$ cat src/rtl/my_intf_pkg.sv
// Shared types and line levels for the single-bit serial interface receiver.
package my_intf_pkg;

  typedef enum logic [1:0] {
    IDLE  = 2'd0,
    DATA  = 2'd1,
    STOP  = 2'd2,
    BREAK = 2'd3
  } state_t;

  localparam logic LINE_IDLE = 1'b1;
  localparam logic START_LVL = 1'b0;
  localparam logic STOP_LVL  = 1'b1;

endpackage

$ cat src/rtl/my_sync_chain.sv
// Single-bit capture/synchronizer chain; output is the input delayed SYNC_STAGES edges.
module my_sync_chain #(
  parameter int unsigned SYNC_STAGES = 2,
  parameter logic        RST_VAL     = 1'b1
) (
  input  logic clk,
  input  logic rst,
  input  logic d,
  output logic q
);

  logic [SYNC_STAGES-1:0] stage;

  always_ff @(posedge clk or posedge rst) begin
    if (rst) begin
      stage <= {SYNC_STAGES{RST_VAL}};
    end else begin
      stage[0] <= d;
      for (int i = 1; i < int'(SYNC_STAGES); i++) begin
        stage[i] <= stage[i-1];
      end
    end
  end

  assign q = stage[SYNC_STAGES-1];

endmodule

$ cat src/rtl/my_intf_rx.sv
// Deframes the resynchronized serial line (start, DATA_W bits LSB-first, stop)
// into a single-entry valid/ready output register with framing/overrun pulses.
module my_intf_rx
  import my_intf_pkg::*;
#(
  parameter int unsigned DATA_W      = 8,
  parameter int unsigned SYNC_STAGES = 2
) (
  input  logic              clk,
  input  logic              rst,
  input  logic              in_bit,
  output logic [DATA_W-1:0] rx_data,
  output logic              rx_valid,
  input  logic              rx_ready,
  output logic              frame_err,
  output logic              overrun,
  output logic              busy
);

  localparam int unsigned CNT_W = $clog2(DATA_W + 1);

  logic              s;
  state_t            state, state_next;
  logic [CNT_W-1:0]  bit_cnt, bit_cnt_next;
  logic [DATA_W-1:0] shreg, shreg_next;
  logic [DATA_W-1:0] rx_data_next;
  logic              rx_valid_next, frame_err_next, overrun_next, busy_next;
  logic              word_done_c;

  my_sync_chain #(
    .SYNC_STAGES(SYNC_STAGES),
    .RST_VAL    (LINE_IDLE)
  ) u_sync (
    .clk(clk),
    .rst(rst),
    .d  (in_bit),
    .q  (s)
  );

  always_ff @(posedge clk or posedge rst) begin
    if (rst) begin
      state     <= IDLE;
      bit_cnt   <= '0;
      shreg     <= '0;
      rx_data   <= '0;
      rx_valid  <= 1'b0;
      frame_err <= 1'b0;
      overrun   <= 1'b0;
      busy      <= 1'b0;
    end else begin
      state     <= state_next;
      bit_cnt   <= bit_cnt_next;
      shreg     <= shreg_next;
      rx_data   <= rx_data_next;
      rx_valid  <= rx_valid_next;
      frame_err <= frame_err_next;
      overrun   <= overrun_next;
      busy      <= busy_next;
    end
  end

  always_comb begin
    state_next     = state;
    bit_cnt_next   = bit_cnt;
    shreg_next     = shreg;
    word_done_c    = 1'b0;
    frame_err_next = 1'b0;
    overrun_next   = 1'b0;
    rx_data_next   = rx_data;
    rx_valid_next  = rx_valid;

    case (state)
      IDLE: begin
        if (s == START_LVL) begin
          state_next   = DATA;
          bit_cnt_next = '0;
        end
      end
      DATA: begin
        for (int i = 0; i < int'(DATA_W); i++) begin
          if (bit_cnt == CNT_W'(i)) shreg_next[i] = s;
        end
        bit_cnt_next = bit_cnt + CNT_W'(1);
        if (bit_cnt == CNT_W'(DATA_W - 1)) state_next = STOP;
      end
      STOP: begin
        if (s == STOP_LVL) begin
          word_done_c = 1'b1;
          state_next  = IDLE;
        end else begin
          frame_err_next = 1'b1;
          state_next     = BREAK;
        end
      end
      // A line held low after a bad stop bit must return high before any new start.
      BREAK: begin
        if (s == LINE_IDLE) state_next = IDLE;
      end
      default: state_next = IDLE;
    endcase

    // Output register: handshake drains, completion loads or reports overrun.
    if (rx_valid && rx_ready) rx_valid_next = 1'b0;
    if (word_done_c) begin
      if (!rx_valid || rx_ready) begin
        rx_data_next  = shreg;
        rx_valid_next = 1'b1;
      end else begin
        overrun_next = 1'b1;
      end
    end

    busy_next = (state_next != IDLE);
  end

endmodule

$ cat config.mk
export PLATFORM = sky130hd
export DESIGN_NAME = my_intf_rx
export DESIGN_NICKNAME = d
export VERILOG_FILES = /design/src/rtl/my_intf_pkg.sv /design/src/rtl/my_sync_chain.sv /design/src/rtl/my_intf_rx.sv
export SDC_FILE = /design/constraint.sdc
export NUM_CORES = 1
export LEC_CHECK = 0
export CAP_MARGIN = 15
export CORE_UTILIZATION = 45
export CTS_CLUSTER_DIAMETER = 50
export DETAILED_ROUTE_END_ITERATION = 16
export DONT_BUFFER_PORTS = 1
export PLACE_DENSITY = 0.61
export SYNTH_ARGS = -nofsm -noshare
export SYNTH_HDL_FRONTEND = slang
export SYNTH_SLANG_ARGS = --single-unit
$ cat constraint.sdc
create_clock -name clk -period 2.3 [get_ports clk]
set_clock_uncertainty 0.1 [all_clocks]
set_input_delay 0 -clock clk [delete_from_list [all_inputs] [get_ports clk]]
set_output_delay 0 -clock clk [all_outputs]
set_load 0.02 [all_outputs]
Yosys cells after proc, flatten, opt, wreduce, memory -nomap -nowiden:

Cells that the tools add are included.

* word-level logic and storage cells: 61
* output and inout port bits: 12
* bits of input ports: 4
* register bits: 28

* multiplexer cells: 16
* reduce and logical (&&, ||, !) cells: 17
* $add $sub $neg: 1
* equality and inequality tests: 11

Operators by type and width (count)
* AND reduction 2 bit: 10
* equality test 4 x 3 -> 1 bit, second input constant: 4
* 2-to-1 mux 1 bit: 9
* equality test 4 x 2 -> 1 bit, second input constant: 2
* 2-to-1 mux 2 bit: 4
* case mux 2 bit (4 select lines): 1
* case mux 4 bit (2 select lines): 1
* adder 4 x 1 -> 4 bit, second input constant: 1
* equality test 2 bit, second input constant: 2
* equality test 4 x 1 -> 1 bit, second input constant: 1
* logical NOT 4 bit: 1
* 2-to-1 mux 4 bit: 1
* nonzero test 2 bit: 2
* equality test 2 x 1 -> 1 bit, second input constant: 1
* logical NOT 2 bit: 1
* != test 2 bit, second input constant: 1
* logical AND 1 bit: 1
* logical NOT 1 bit: 1
* logical OR 1 bit: 1

Logic depth before layout (Yosys ltp):

* depth after elaboration: 4
* gate-level depth with buffers: 5

Cells and area by module:

From an unflattened synthesis, not the netlist that was laid out.

* cell total of the unflattened synthesis: 92
* area, all modules: 1186.1 um^2

Modules (own cells, without submodules)
* my_intf_rx: area each 1129.8 um^2, cells an instance 89, instances 1, sequential area each 650.6 um^2
* my_sync_chain: area each 56.3 um^2, cells an instance 3, instances 1, sequential area each 52.6 um^2

Worst setup path before layout:

Ideal clock, no wire load.

* kind: reg2reg
* start point: reg u_sync.stage[1]
* end point: reg rx_data[0]
* path buffers: 1
* setup time: 127 ps
* data arrival time: 1204 ps
* setup slack: 869 ps
* cell stages (with the launch flop): 5
* required time: 2073 ps
* clock period less this slack: 1431 ps
* path through: dfstp_2 > nand3b_1 > nor2b_1 > buf_6 > mux2_1

* cells in the longest elaborated chain, start to end: 3

RTL lines
* start, declared: line my_sync_chain.sv:12 `logic [SYNC_STAGES-1:0] stage;`
* start signal, assigned: line my_sync_chain.sv:16 `stage <= {SYNC_STAGES{RST_VAL}};`
* start signal, assigned by index: line my_sync_chain.sv:20 `stage[i] <= stage[i-1];`
* 2-to-1 mux 1 bit: line my_intf_rx.sv:87 `if (s == STOP_LVL) begin`
* 2-to-1 mux 1 bit: line my_intf_rx.sv:72 `case (state)`
* AND reduction 2 bit (no source line)
* end signal, assigned: line my_intf_rx.sv:54 `rx_data <= rx_data_next;`
* end, declared: line my_intf_rx.sv:12 `output logic [DATA_W-1:0] rx_data,`

No other way between the ends.
A chain may end at the register's enable or synchronous reset.

Worst setup path after layout:

Ends and elaborated chain as after synthesis.

==> key figures <==
Logic synthesis
  – Flops & latches, synth: 28
  – Syn Area/Cell: 12.99 sq um
  – Cell Area, Synth: 1182 sq um
  – Sequential share of the synthesized area: 59.47%
  – Synthesized Nets: 99
  – Synth top area share: 55.03%
  – Top post-synthesis cells by area: dfrtp_1 55%, mux2_1 14%, dfstp_2 4.4%
  – Post-synthesis cell type count: 21
  – Synth area leader: dfrtp_1
  – Synth warn: 0
  – Cells after Synth: 91

Routing
  – Antenna Nets Post-Route: 0
  – WL/cell: 13.84 um
  – Via count: 670
  – DRT Pass-1 Iters: 4
  – DR vias/cell: 5.234
  – Total Wirelength: 1771 um
  – Initial DRC Count: 2
  – DR DRC count: 0

Flow run
  – Max-Cap Viols: 0

GRT
  – Vias in the first global route: 616
  – First-pass GRT wire length: 2829 um
  – Top Usage Layer GRT: met2
  – Total track usage: 14.13%
  – Initial antenna violation count: 0
  – GR Util met1: 18.87%
  – Met2 usage: 22.29%
  – Total global routing overflow: 0
  – Largest net degree at the start of global routing: 29
  – Met3 Usage GRT: 3.161%

Clock tree
  – Max H-tree Level: 1
  – Num CTS Buffers: 3
  – CTS tree: done
  – Clk_lat worst skew: 0.31 ns
  – CTS max path bufs: 2
  – CTS root buf: clkbuf_4
  – Reg clk slew, reported paths: 0.15 ns
  – Post-CTS setup buffers: 0
  – Clock sink total: 28
  – Post-cts resize count: 0

Setup path
  – Worst Path Required: 2.40 ns
  – CP endpoint kind: flop
  – Slowest cell on the critical path: dfstp_2
  – CP Max Fanout: 12
  – Largest stage delay, worst path: 0.67 ns
  – Crit path kind: reg2reg
  – Crit path DAT: 1.78 ns
  – CP Cell Sequence: nand3b_1 > nor2b_1 > buf_4 > mux2_1
  – Critical path launch point type: flop

Floorplanning
  – Core box area: 2477 sq um
  – Die Wd: 53.26 um
  – Die Height: 53.26 um
  – Initial core utilization: 47.73%
  – Num rows: 18
  – DIE AREA: 2837 sq um
  – IO Pins: 16

Timing
  – Worst setup slack after layout: 0.6226 ns
  – F_max: 596.1 MHz
  – Fin crit share: 72.93%
  – Fin crit period: 1.677 ns
  – Final hold vios: 0
  – Setup Total Neg Slack: 0 ns
  – Slew @ Worst Pin: 0.3337 ns
  – Slew headroom: 77.75%
  – Unrepaired setup endpoints after global routing: no
  – Finish-stage setup viols: 0
  – Max-slew violations: 0

Pwr
  – Clock power frac: 14.2%
  – Pwr Density: 1251 nW/um^2
  – Internal power: 1.028 mW
  – Max VDD drop: 0.0006036 V
  – Register share of total power: 59.2%
  – Switch share: 37.02%
  – Pleak: 0.6065 nW
  – Gate power share: 26.6%
  – Sw power: 0.6042 mW

Worst hold path
  – HP Class: in2reg

Layout
  – Final design area excluding fillers: 1305 sq um
  – Fraction of layout cells with a size suffix above 1: 10.20%
  – Final net count: 107
  – Layout area overhead: 10.37%
  – Layout Utilization: 52.68%
  – # diodes: 0
  – Final Non-Filler Cells: 128

Placement
  – Port bufs: 0
  – DP Area: 1201 sq um
  – Inst Count DP: 119
  – Final RePlAce weighted congestion: 0.7210
  – Post-place setup slack: 0.6394 ns
  – Dpl hpwl: 1237 um

Run status
  – Status: finished, final reports clean
[flip-flops by register name (all words and copies together), names as in the netlist]
| signal | cells |
|---|---|
| busy | 1 |
| shreg | 8 |
| state | 2 |
| rx_valid | 1 |
| rx_data | 8 |
| overrun | 1 |
| frame_err | 1 |
| u_sync.stage | 2 |
| bit_cnt | 4 |
[critical path, delay by kind of cell (launching register included)]
| kind | cells | cell delay [ns] |
|---|---|---|
| flops | 1 | 0.67 |
| buf+inv | 1 | 0.17 |
| mux | 1 | 0.34 |
| simple gates | 2 | 0.28 |
[worst paths after layout]
| check | start | end | slack, ns | cells past startpoint |
|---|---|---|---|---|
| worst max-delay path | u_sync.stage[1] | rx_data[0] | 0.62 | 4 |
| worst min-delay path | in_bit | u_sync.stage[0] | 0.10 | 1 |
| worst max register to register | u_sync.stage[1] | rx_data[0] | 0.62 | 4 |
| worst min register to register | u_sync.stage[0] | u_sync.stage[1] | 0.27 | 0 |
| max in group asynchronous | rst | u_sync.stage[1] | 1.20 | 4 |
| min in group asynchronous | rst | rx_data[7] | 0.45 | 3 |
[power groups by stage]
| stage | clock network [mW] | registers, mW | logic [mW] |
|---|---|---|---|
| 2_1_floorplan | 0 | 0.905 | 0.399 |
| 5_1_grt | 0.264 | 0.999 | 0.502 |
| 6_report | 0.231 | 0.967 | 0.434 |
| 3_5_place_dp | 0 | 0.977 | 0.427 |
| 4_1_cts | 0.238 | 0.966 | 0.434 |
| 3_3_place_gp | 0 | 0.970 | 0.421 |
[routing by layer]
| metal | share of wire, % | vias up |
|---|---|---|
| li1 | - | 319 |
| met5 | 0 | - |
| met2 | 45 | 13 |
| met3 | 4.2 | 4 |
| met4 | 1.6 | 0 |
| met1 | 49 | 334 |
[area by class of cell]
cell class,instances,area [sq um]
fill,221,1172
sequential,28,703.2
multi-input combinational,55,434.2
timing repair buffer,6,75.07
tap,30,37.54
clock buffer,4,36.28
inverter,5,18.77
[repair_timing]
item,in CTS,in global routing
endpoints found under the hold margin,29,2
endpoints found under the setup margin,0,0
hold buffers,3,1
[cells by family after synthesis]
logic type / share of synthesized area [%]
adders and majority gates: 4.233
buffers and inverters: 3.809
DFF: 59.47
muxes: 16.40
and+or+nand+nor: 13.12
AOI/OAI and AO/OA: 2.963
[Yosys cell counts]
master / number
and2_1: 1
and4bb_1: 1
buf_6: 2
clkbuf_1: 1
dfrtp_1: 26
dfstp_2: 2
ha_1: 4
inv_1: 5
mux2_1: 15
mux2_4: 1
mux2i_1: 1
nand2_1: 11
nand2b_1: 3
nand3_1: 3
nand3b_1: 1
nor2_1: 3
nor2b_1: 2
nor4b_4: 1
o21ai_0: 6
o21ai_1: 1
or3_1: 1
[placed cells by master, fill, tap and decap left out, drive strengths merged]
master       instances
nand3b               1
dfrtp               26
o21ai                7
dlygate4sd3          4
clkbuf               4
nand2               11
nand3                3
inv                  5
dfstp                2
nor4b                1
buf                  2
and4bb               1
and2                 1
nor2b                2
mux2                16
nor2                 3
nand2b               3
mux2i                1
ha                   4
or3                  1
[metrics by stage]
step / total power [mW] / hold WS [ns]
after floorplan: 1.304 / -0.09552
after global placement: 1.391 / -0.09546
after detailed placement: 1.404 / -0.09546
after CTS: 1.637 / 0.1007
after global routing: 1.765 / 0.07914
final: 1.632 / 0.1038
Power figures use the tool's default switching activity.
